`config.mk`:
```
export PLATFORM = sky130hd
export DESIGN_NAME = seq_rshifter32_flat
export DESIGN_NICKNAME = d
export VERILOG_FILES = /design/src/rtl/alu32_pkg.sv /design/src/rtl/seq_rshifter32_if.sv /design/src/rtl/rshift_stage.sv /design/src/rtl/seq_rshifter32.sv /design/src/flat_wrapper.sv
export SDC_FILE = /design/constraint.sdc
export NUM_CORES = 1
export LEC_CHECK = 0
export BUFFER_PORTS_ARGS = -buffer_cell sky130_fd_sc_hd__buf_2
export CORE_MARGIN = 1
export CORE_UTILIZATION = 50
export CTS_BUF_LIST = sky130_fd_sc_hd__clkbuf_2 sky130_fd_sc_hd__clkbuf_4 sky130_fd_sc_hd__clkbuf_8
export CTS_CLUSTER_SIZE = 40
export DETAILED_ROUTE_END_ITERATION = 12
export PLACE_DENSITY = 0.78
export SLEW_MARGIN = 0
export SYNTH_ARGS = -nofsm -noshare
export SYNTH_HDL_FRONTEND = slang
export SYNTH_SLANG_ARGS = --single-unit
export TNS_END_PERCENT = 5
```
`constraint.sdc`:
```
create_clock -name clk -period 2.98 [get_ports clk]
set_clock_uncertainty 0.15 [all_clocks]
set_input_delay 0.596 -clock clk [delete_from_list [all_inputs] [get_ports clk]]
set_output_delay 0.596 -clock clk [all_outputs]
set_load 0.005 [all_outputs]
```
`src/rtl/alu32_pkg.sv`:
```
// Shared ALU32 definitions: operand widths and the sequential shifter state encoding.
package alu32_pkg;
  localparam int ALU_W   = 32;
  localparam int SHAMT_W = 5;
  localparam int STAGES  = SHAMT_W;
  localparam int K_W     = 3;

  typedef enum logic [1:0] {
    IDLE  = 2'd0,
    SHIFT = 2'd1,
    DONE  = 2'd2
  } state_t;
endpackage

```
`src/rtl/seq_rshifter32_if.sv`:
```
// Operand/result bundle of the sequential right shifter; clk and rst stay outside.
interface seq_rshifter32_if;
  import alu32_pkg::*;

  logic [ALU_W-1:0] in1;
  logic [ALU_W-1:0] in2;
  logic             arith;
  logic             start;
  logic             enable;
  logic             busy;
  logic             done;
  logic [ALU_W-1:0] out;

  modport master (output in1, in2, arith, start, enable, input busy, done, out);
  modport slave  (input in1, in2, arith, start, enable, output busy, done, out);
endinterface

```
`src/rtl/rshift_stage.sv`:
```
// One binary right-shift stage: shifts by 2^k when en is set, filling from the top with fill.
module rshift_stage
  import alu32_pkg::*;
(
  input  logic [ALU_W-1:0] in,
  input  logic             fill,
  input  logic             en,
  input  logic [K_W-1:0]   k,
  output logic [ALU_W-1:0] out
);
  logic [STAGES-1:0]             dec;
  logic [ALU_W-1:0][STAGES-1:0]  pick;
  logic [ALU_W-1:0]              sel;

  genvar gi, gj;
  generate
    for (gj = 0; gj < STAGES; gj++) begin : g_dec
      assign dec[gj] = (k == K_W'(gj));
    end

    // Each output bit ORs the candidate source bits, one per stage distance, masked by the decoded k.
    for (gi = 0; gi < ALU_W; gi++) begin : g_bit
      for (gj = 0; gj < STAGES; gj++) begin : g_dist
        if (gi + (1 << gj) < ALU_W) begin : g_src
          assign pick[gi][gj] = dec[gj] & in[gi + (1 << gj)];
        end else begin : g_fill
          assign pick[gi][gj] = dec[gj] & fill;
        end
      end
      assign sel[gi] = |pick[gi];
      assign out[gi] = (en & sel[gi]) | (~en & in[gi]);
    end
  endgenerate
endmodule

```
`src/rtl/seq_rshifter32.sv`:
```
// Multi-cycle 32-bit logical/arithmetic right shifter resolving one power-of-two stage per clock.
module seq_rshifter32
  import alu32_pkg::*;
(
  input  logic               clk,
  input  logic               rst,
  seq_rshifter32_if.slave    ifc
);
  state_t             state_reg, state_next;
  logic [K_W-1:0]     k_reg, k_next;
  logic [ALU_W-1:0]   work_reg, work_next;
  logic [ALU_W-1:0]   result_reg, result_next;
  logic [SHAMT_W-1:0] amt_reg, amt_next;
  logic               fill_reg, fill_next;
  logic [ALU_W-1:0]   stage_out;

  rshift_stage u_stage (
    .in   (work_reg),
    .fill (fill_reg),
    .en   (amt_reg[k_reg]),
    .k    (k_reg),
    .out  (stage_out)
  );

  always_ff @(posedge clk) begin
    if (rst) begin
      state_reg  <= IDLE;
      k_reg      <= '0;
      work_reg   <= '0;
      result_reg <= '0;
      amt_reg    <= '0;
      fill_reg   <= 1'b0;
    end else begin
      state_reg  <= state_next;
      k_reg      <= k_next;
      work_reg   <= work_next;
      result_reg <= result_next;
      amt_reg    <= amt_next;
      fill_reg   <= fill_next;
    end
  end

  always_comb begin
    state_next  = state_reg;
    k_next      = k_reg;
    work_next   = work_reg;
    result_next = result_reg;
    amt_next    = amt_reg;
    fill_next   = fill_reg;

    unique case (state_reg)
      IDLE, DONE: begin
        if (ifc.start) begin
          // Sign fill is resolved here so the stages never need Arith again.
          work_next  = ifc.in1;
          amt_next   = ifc.in2[SHAMT_W-1:0];
          fill_next  = ifc.arith & ifc.in1[ALU_W-1];
          k_next     = '0;
          state_next = SHIFT;
        end else begin
          state_next = IDLE;
        end
      end
      SHIFT: begin
        work_next = stage_out;
        if (k_reg == K_W'(STAGES - 1)) begin
          result_next = stage_out;
          state_next  = DONE;
        end else begin
          k_next = k_reg + K_W'(1);
        end
      end
      default: state_next = IDLE;
    endcase
  end

  assign ifc.busy = (state_reg == SHIFT);
  assign ifc.done = (state_reg == DONE);

  genvar gi;
  generate
    for (gi = 0; gi < ALU_W; gi++) begin : g_gate
      assign ifc.out[gi] = result_reg[gi] & ifc.enable;
    end
  endgenerate
endmodule

```
`src/flat_wrapper.sv`:
```
// flat-port wrapper written by rule: the top's interface ports become plain ports
module seq_rshifter32_flat import alu32_pkg::*;
  (clk, rst, ifc_in1, ifc_in2, ifc_arith, ifc_start, ifc_enable, ifc_busy, ifc_done, ifc_out);
  seq_rshifter32_if ifc_i ();
  input  logic clk;
  input  logic rst;
  input wire logic [$bits(ifc_i.in1)-1:0] ifc_in1;
  input wire logic [$bits(ifc_i.in2)-1:0] ifc_in2;
  input wire logic [$bits(ifc_i.arith)-1:0] ifc_arith;
  input wire logic [$bits(ifc_i.start)-1:0] ifc_start;
  input wire logic [$bits(ifc_i.enable)-1:0] ifc_enable;
  output wire logic [$bits(ifc_i.busy)-1:0] ifc_busy;
  output wire logic [$bits(ifc_i.done)-1:0] ifc_done;
  output wire logic [$bits(ifc_i.out)-1:0] ifc_out;
  assign ifc_i.in1 = ifc_in1;
  assign ifc_i.in2 = ifc_in2;
  assign ifc_i.arith = ifc_arith;
  assign ifc_i.start = ifc_start;
  assign ifc_i.enable = ifc_enable;
  assign ifc_busy = ifc_i.busy;
  assign ifc_done = ifc_i.done;
  assign ifc_out = ifc_i.out;
  seq_rshifter32 u_core (.clk(clk), .rst(rst), .ifc(ifc_i));
endmodule
```
# Word level (Yosys, flattened, before mapping)
# Index checks and enable logic that the tools add are counted.
[totals] regBits=75 latchBits=0 mem_bits_rw=0 rom_bits=0 out_inout_bits=34 elab_cells=331 mem_count=0
[op_classes] addsub=1 mul=0 div=0 n_lt_le_gt_ge=1 eq_ne=9 shifts=0 muxes=10 n_bitwise=264 reduce_logical=40
[op_table] operator="AND 1 bit" count=231
[op_table] operator="OR reduction 5 bit" count=32
[op_table] operator="one-hot mux 32 bit (2 select lines)" count=1
[op_table] operator="two-way mux 32 bit" count=1
[op_table] operator="bitwise OR 1 bit" count=32
[op_table] operator="equality test 3 x 2 -> 1 bit (second input constant)" count=2
[op_table] operator="two-way mux 3 bit" count=2
[op_table] operator="one-hot mux 3 bit (2 select lines)" count=1
[op_table] operator="AND reduction 2 bit" count=3
[op_table] operator="less-than comparator 3 x 4 -> 1 bit (second input constant)" count=1
[op_table] operator="inequality test 2 bit (second input constant)" count=2
[op_table] operator="one-hot mux 2 bit (2 select lines)" count=1
[op_table] operator="adder 3 x 1 -> 3 bit (second input constant)" count=1
[op_table] operator="binary-select mux 1 bit (select 3 bit)" count=1
[op_table] operator="equality test 3 x 1 -> 1 bit (second input constant)" count=1
[op_table] operator="equality test 3 bit (second input constant)" count=1
[op_table] operator="logical NOT 3 bit" count=1
[op_table] operator="AND reduction 3 bit" count=1
[op_table] operator="equality test 2 x 1 -> 1 bit (second input constant)" count=1
[op_table] operator="equality test 2 bit (second input constant)" count=1
[op_table] operator="logical NOT 2 bit" count=1
[op_table] operator="two-way mux 1 bit" count=2
[op_table] operator="two-way mux 2 bit" count=1
[op_table] operator="inequality test 2 x 1 -> 1 bit (second input constant)" count=1
[op_table] operator="other kinds (3)" count=3

# Depth between registers and ports, before layout
# Gate-level depths: netlist (run 1).
[depth] depth_word=6 ltp_mapped=12 ltp_nobuf=7

# Hierarchy
# From an unflattened synthesis (run 1), not the netlist that was laid out.
[unflattened] hier_cells=628 area_unflattened_um2=4708.3
[modules_own_cells] mod="seq_rshifter32" n_inst=1 cells_each=412 area_each_um2=3168.0 seq_area_each_um2=1501.4
[modules_own_cells] mod="rshift_stage" n_inst=1 cells_each=216 area_each_um2=1540.2 seq_area_each_um2=0.0

# Worst setup path before layout (run 1)
# OpenSTA, ideal clock, no wires.
[synth_path] path_kind="flip-flop to flip-flop" from="register u_core.k_reg[2]" to="register u_core.work_reg[30]" setup_ns=0.139 t_arrival_ns=2.210 path_slack_ns=0.481 path_stages_with_launch=12 synth_period_minus_slack_ns=2.499 path_cell_list="dfxtp_1 > buf_2 > buf_2 > buf_2 > buf_2 > inv_1 > ha_1 > buf_2 > a21oi_1 > a21oi_1 > a2111oi_2 > a2111oi_1"
[synth_between] elab_chain_len=6 word_cells_on_any_way=18 cone_classes="4 x eq/ne; 3 x mux; 9 x bitwise; 2 x reduce/logical"
[synth_rtl] item="from (decl)" line="seq_rshifter32.sv:10" text="logic [K_W-1:0] k_reg, k_next;"
[synth_rtl] item="from (signal assigned)" line="seq_rshifter32.sv:35" text="k_reg <= k_next;"
[synth_rtl] item="equality test 3 bit, or another cell as far along" line="rshift_stage.sv:18" text="assign dec[gj] = (k == K_W'(gj));"
[synth_rtl] item="AND 1 bit, or another cell as far along" line="rshift_stage.sv:27" text="assign pick[gi][gj] = dec[gj] & fill;"
[synth_rtl] item="OR reduction 5 bit / inverter 1 bit (equally long branches)" line="rshift_stage.sv:30, rshift_stage.sv:31"
[synth_rtl] item="AND 1 bit" line="rshift_stage.sv:31" text="assign out[gi] = (en & sel[gi]) | (~en & in[gi]);"
[synth_rtl] item="bitwise OR 1 bit (*)" line="rshift_stage.sv:31"
[synth_rtl] item="one-hot mux 32 bit (2 select lines) (*)" line="seq_rshifter32.sv:51" text="unique case (state_reg)"
[synth_rtl] item="to (signal assigned)" line="seq_rshifter32.sv:36" text="work_reg <= work_next;"
[synth_rtl] item="to (decl)" line="seq_rshifter32.sv:11" text="logic [ALU_W-1:0] work_reg, work_next;"
# Mark *: on every way between the ends. The rest lies on a longest branch, timed or not. The select of a mux whose other input is x is not followed.
# A chain may end at the register's enable or synchronous reset.

# Worst setup path after layout (run 1)
[layout_path] from="register u_core.k_reg[0]" to="register u_core.result_reg[16]"
[layout_between] elab_chain_len=5 word_cells_on_any_way=18 cone_classes="4 x eq/ne; 2 x mux; 9 x bitwise; 3 x reduce/logical"
[layout_rtl] item="equality test 3 x 1 -> 1 bit, or another cell as far along" line="rshift_stage.sv:18"
[layout_rtl] item="AND 1 bit, or another cell as far along" line="rshift_stage.sv:25" text="assign pick[gi][gj] = dec[gj] & in[gi + (1 << gj)];"
[layout_rtl] item="OR reduction 5 bit / inverter 1 bit (equally long branches)" line="rshift_stage.sv:30, rshift_stage.sv:31"
[layout_rtl] item="AND 1 bit" line="rshift_stage.sv:31"
[layout_rtl] item="bitwise OR 1 bit" line="rshift_stage.sv:31"
[layout_rtl] item="to (signal assigned)" line="seq_rshifter32.sv:37" text="result_reg <= result_next;"
[layout_rtl] item="to (decl)" line="seq_rshifter32.sv:12" text="logic [ALU_W-1:0] result_reg, result_next;"
# Several ways; a longest one is shown, not always the timed one. The select of a mux whose other input is x is not followed.

==> run_results.csv, run 1 <==
group,metric,value,unit
cells_and_area,multi_input_area,0.00313,sq mm
setup_path,critPathKind,"reg2reg",
timing,min_period,2.61,ns
cts,clkLatencyLatePin,0.36,ns
placement,dp_slack,0.469,ns
global_routing,grt_usage,32.2,%
logic_synthesis,yosysWarnings,0,
timing,finalSetupViolCount,0,
cells_and_area,layout.nets,715,
logic_synthesis,synthCells,619,
global_routing,grt_pass1_wl,26.1,mm
timing,finalCritPeriodShare,87.4,%
floorplanning,start_util,51.5,%
logic_synthesis,synth_top_family_by_area,"compound AO/OA/AOI/OAI gates",
setup_path,cp.required,3.09,ns
drt,firstDrtPassIters,8,
power_and_ir_drop,power_density,421,mW/mm^2
floorplanning,die_h,102,um
placement,dpl.hpwl,10.8,mm
setup_path,endpoint_kind,"register",
cts,cts_tree,"done",
cts,cts_hold_buffers,0,
setup_path,worst_ep_arrival_time,2.71,ns
cells_and_area,nFillCells,933,
cts,cts_buffers,9,
outcome,outcome,"completed",
cts,cts.path.max_buffers,2,
timing,whs,0.308,ns
drt,viasPerCell,7.02,
timing,tns,0,ns
floorplanning,num_rows,36,
logic_synthesis,syn_avg_cell_area,8.13,sq um
drt,vias,5467,
drt,wl,16.5,mm
cells_and_area,drive_gt1_share,20.0,%
logic_synthesis,synth-edff-count,0,
timing,final_hold_viol_count,0,
global_routing,grt_max_degree,66,
timing,timing.final.ws_setup,0.375,ns
cells_and_area,diodes,0,
logic_synthesis,synthAdderAreaFrac,1.24,%
worst_hold_path,hold_class,"reg2reg",
flow_run,cap_violations,0,
cts,cts_sinks,75,
cells_and_area,seq_area,0.00150,sq mm
logic_synthesis,syn_nets,693,
global_routing,grt_overflow_total,0,
logic_synthesis,synthSimpleGateAreaFrac,19.8,%
floorplanning,die_x,102,um
timing,slew_viol_final,0,
power_and_ir_drop,ir_worst_vdd,0.204,mV
cts,clk_pin_slew,0.08,ns
cts,cts_max_level,3,
cells_and_area,finish.utilization,57.0,%
placement,port_buffers,75,
logic_synthesis,ys_ff_latch,75,
cells_and_area,area_growth_syn_to_layout,10.6,%
logic_synthesis,synthMuxAreaShare,4.37,%
timing,slew_headroom,26.4,%
drt,antenna_left,0,
logic_synthesis,seq_area_frac_synth,29.8,%
power_and_ir_drop,leakage,2.06,nW
setup_path,worst_setup_path_start_kind,"register",
global_routing,grt_pass1_vias,4823,
drt,drc_errors,0,
logic_synthesis,yosys.area_share.xor_xnor,0,%
floorplanning,die_area,0.0105,sq mm
logic_synthesis,syn_area,0.00503,sq mm
logic_synthesis,synthFlopType,"dfxtp_1",
global_routing,antenna_found_initial,1,
drt,drtIter0Drc,892,
drt,wl_per_cell,21.2,um
cts,post_cts.resized_instances,0,
setup_path,cp_max_fo,16,
floorplanning,io_pins,103,
logic_synthesis,synth_compound_area_share,36.3,%
cts,cts_root_buffer,"clkbuf_8",
floorplanning,core_area,0.00977,sq mm
logic_synthesis,synthArstFlopShare,0,%
cts,post-cts-setup-buffer-count,0,
timing,fmax,0.384,GHz
timing,rsz0062_at_grt,"false",
timing,worstMarginPinSlew,1.10,ns
placement,gp_congestion,0.933,
logic_synthesis,synth.distinct_cells,47,
==> cell usage in the layout (no fill, tap or decap), types with 3 or more instances in the layout <==
cell        n
o22ai_1    15
a2111oi_2  10
and3_1     13
a221oi_1   15
and2_1     32
a222oi_1    8
a2111oi_0  21
nand2_1    47
o221ai_1   30
ha_1        5
o21ai_0    13
o311ai_0    6
a22oi_1    17
nor2_1     11
a21oi_1    35
clkbuf_8   10
dfxtp_1    74
o211ai_1   14
buf_4      20
a221o_1     6
a211oi_1    4
nor4_1     19
clkinv_2    4
nand3_1    57
nand2b_1    3
o31ai_1    12
inv_1       7
a22o_1     14
o2111ai_1   3
mux2i_1    22
buf_2      75
==> per-layer routing <==
layer,wire length [um],up-vias,global-route usage [%]
met3,1770,57,7.05
met2,7130,364,45.8
met5,0,-,0
met1,7030,2537,46.1
met4,547,0,14.1
li1,-,2509,-
==> final timing paths <==
path	cells after the start	end	slack [ns]	startpoint
setup reg to reg	7	u_core.result_reg[16]	0.37	u_core.k_reg[0]
hold / removal	2	u_core.amt_reg[2]	0.31	u_core.amt_reg[2]
hold reg to reg	2	u_core.amt_reg[2]	0.31	u_core.amt_reg[2]
setup / recovery	7	u_core.result_reg[16]	0.37	u_core.k_reg[0]
==> power breakdown <==
part / internal (mW) / switching [mW] / total, mW
Sequential: 1.05 / 0.116 / 1.17
Clock: 0.330 / 0.388 / 0.718
Combinational: 0.175 / 0.283 / 0.458
==> cell usage after synthesis (14+ instances only) <==
| master | instances | area (sq um) |
|---|---|---|
| and2_1 | 32 | 200 |
| a22oi_1 | 17 | 128 |
| buf_2 | 34 | 170 |
| a21oi_1 | 35 | 175 |
| a2111oi_0 | 21 | 184 |
| nor4_1 | 19 | 119 |
| a221oi_1 | 15 | 131 |
| a22o_1 | 14 | 123 |
| nand2_1 | 47 | 176 |
| o22ai_1 | 15 | 93.8 |
| o221ai_1 | 30 | 263 |
| o211ai_1 | 14 | 105 |
| clkbuf_1 | 40 | 150 |
| mux2i_1 | 22 | 220 |
| dfxtp_1 | 75 | 1500 |
| nand3_1 | 57 | 285 |
==> worst max-delay path: stages, from the launching register on <==
cell,delay [ns]
dfxtp_1,0.40
inv_1,0.12
ha_1,0.23
and4b_1,0.24
nand2_1,0.26
inv_1,0.56
o221ai_1,0.39
o311ai_1,0.16
==> cell type report <==
cell class	count	share of cell area [%]
tap	133	2.99
multi-input combinational	451	56.3
inverter	7	0.472
timing repair buffer	97	10.2
sequential	75	27.0
clock inverter	5	0.517
clock buffer	11	2.61
==> cells by family after synthesis <==
group	count (synthesis)
compound gates	232
simple gates	192
buf+inv	93
flops	75
mux	22
fa+ha+maj	5
==> metrics by stage <==
step	cells	instance area (sq um)	total power, mW
after floorplan	619	5030	1.48
after global placement	763	5390	1.61
after detailed placement	763	5390	1.63
after CTS	779	5570	2.33
after global routing	779	5570	2.44
final	779	5570	2.34
No activity file was read; power rests on OpenSTA's default activity.
==> inputs of run 2 (changes only) <==
Settings changed: PLACE_DENSITY 0.78 to 0.74.
==> run 2 against run 1 <==
Compared with the run above:
- sequential share of layout area is 0.35 points lower
- combinational power hardly changed
- setup slack got worse by 0.062 ns
- die area did not move
- largest cell class unchanged
==> run_results.csv, run 2 (synthesized netlist as in run 1, its figures left out) <==
group,metric,value,unit
drt,wl_per_cell,20.9,um
cts,clkLatencyLatePin,0.36,ns
setup_path,startpoint,"u_core.k_reg[0]",
setup_path,worst_setup_path_start_kind,"register",
timing,worstMarginPinSlew,1.03,ns
placement,gp_congestion,0.970,
placement,placedCellCount,763,
cts,cts_hold_buffers,0,
cts,clk_pin_slew,0.08,ns
drt,antenna_left,0,
floorplanning,die_x,102,um
placement,port_buffers,75,
placement,dp_slack,0.385,ns
timing,final_hold_viol_count,0,
cells_and_area,layout.nets,715,
cells_and_area,nFillCells,929,
setup_path,cp_max_fo,16,
worst_hold_path,hold_class,"reg2reg",
timing,timing.final.ws_setup,0.312,ns
cts,cts_root_buffer,"clkbuf_8",
floorplanning,num_rows,36,
setup_path,endpoint_kind,"register",
setup_path,r2r_start,"u_core.k_reg[0]",
floorplanning,core_area,0.00977,sq mm
drt,drtIter0Drc,907,
cells_and_area,layout.cells.non_filler,779,
global_routing,grt_usage,32.1,%
timing,finalCritPeriodShare,89.5,%
setup_path,endpoint,"u_core.result_reg[21]",
global_routing,grt_pass1_wl,25.9,mm
timing,slew_viol_final,0,
cts,cts_tree,"done",
drt,wl,16.3,mm
cts,cts_buffers,9,
cells_and_area,area_growth_syn_to_layout,12.0,%
floorplanning,die_area,0.0105,sq mm
timing,min_period,2.67,ns
setup_path,reg2reg_to,"u_core.result_reg[21]",
cts,cts_sinks,75,
setup_path,worst_ep_arrival_time,2.73,ns
power_and_ir_drop,leakage,2.10,nW
cells_and_area,mostFrequentLayoutCells,"buf_2 (75), dfxtp_1 (74), nand3_1 (57)",
placement,dpl.hpwl,10.9,mm
setup_path,rrSetupSlack,0.31,ns
setup_path,cp.required,3.04,ns
global_routing,antenna_found_initial,0,
setup_path,worst-r2r-cell-count,8,
setup_path,critPathKind,"reg2reg",
cts,post_cts.resized_instances,0,
cells_and_area,final_common_cell,"buf_2",
timing,tns,0,ns
global_routing,grt_overflow_total,0,
cells_and_area,drive_gt1_share,20.0,%
power_and_ir_drop,power_density,468,mW/mm^2
flow_run,cap_violations,0,
timing,fmax,0.375,GHz
drt,vias,5441,
cells_and_area,finish.utilization,57.7,%
cells_and_area,diodes,0,
floorplanning,die_h,102,um
timing,rsz0062_at_grt,"false",
cts,cts.path.max_buffers,2,
floorplanning,start_util,51.5,%
timing,finalSetupViolCount,0,
floorplanning,io_pins,103,
drt,firstDrtPassIters,7,
drt,drc_errors,0,
global_routing,grt_max_degree,66,
timing,slew_headroom,31.0,%
power_and_ir_drop,ir_worst_vdd,0.233,mV
cts,cts_max_level,3,
cts,post-cts-setup-buffer-count,0,
drt,viasPerCell,6.98,
global_routing,grt_pass1_vias,4800,
outcome,outcome,"completed",
-- run 2: cell count changes in the layout (fill, tap and decap cells not counted), sizes merged --
cell	change
clkbuf	+1
bufinv	+3
clkinv	-4
-- run 2: how the worst min path moves through the flow --
stage / from / endpoint / slack [ns] / depth (start not counted)
2_1_floorplan: u_core.result_reg[19] / u_core.result_reg[19] / 0.28 / 2
3_3_place_gp: u_core.amt_reg[2] / u_core.amt_reg[2] / 0.30 / 2
3_5_place_dp: u_core.amt_reg[2] / u_core.amt_reg[2] / 0.30 / 2
4_1_cts: ifc_in2[2] / u_core.amt_reg[2] / 0.31 / 3
5_1_grt: ifc_in2[0] / u_core.amt_reg[0] / 0.32 / 3
6_report: u_core.amt_reg[2] / u_core.amt_reg[2] / 0.31 / 2
-- run 2: metal layers --
layer  global-route usage (%)  share of wire (%)  vias up
met1                     46.1                 43     2512
met2                     45.3                 43      358
met3                     6.36                 11       65
li1                         -                  -     2506
met5                        0                  0        -
met4                     16.2                3.8        0
-- run 2: layout make-up --
| cell class | instances | area, sq um | share of cell area (%) |
|---|---|---|---|
| Clock buffer | 12 | 165 | 2.93 |
| Clock inverter | 4 | 95.1 | 1.69 |
| Inverter | 7 | 26.3 | 0.466 |
| Multi-Input combinational cell | 451 | 3130 | 55.5 |
| Sequential cell | 75 | 1500 | 26.6 |
| Tap cell | 133 | 166 | 2.95 |
| Timing Repair Buffer | 97 | 553 | 9.80 |
-- run 2: worst max-delay path, cell delays in order, from the launching register on --
cell	delay (ns)
dfxtp_1	0.49
inv_1	0.11
ha_1	0.25
and4b_1	0.23
nand2_1	0.36
inv_1	0.44
buf_4	0.30
o211ai_1	0.09
o211ai_1	0.11
-- run 2: through the flow --
step                instance area [sq um]  power [mW]  hold slack [ns]
global route                         5640        2.73            0.320
floorplan                            5030        1.48            0.283
global placement                     5380        1.62            0.296
finish                               5640        2.64            0.307
CTS                                  5640        2.63            0.305
detailed placement                   5380        1.63            0.297
-- run 2: power breakdown --
group,leakage [nW],internal [mW],switching (mW)
combinational,1.35,0.176,0.280
clock,0.133,0.624,0.390
sequential,0.612,1.05,0.118
total,2.10,1.85,0.788
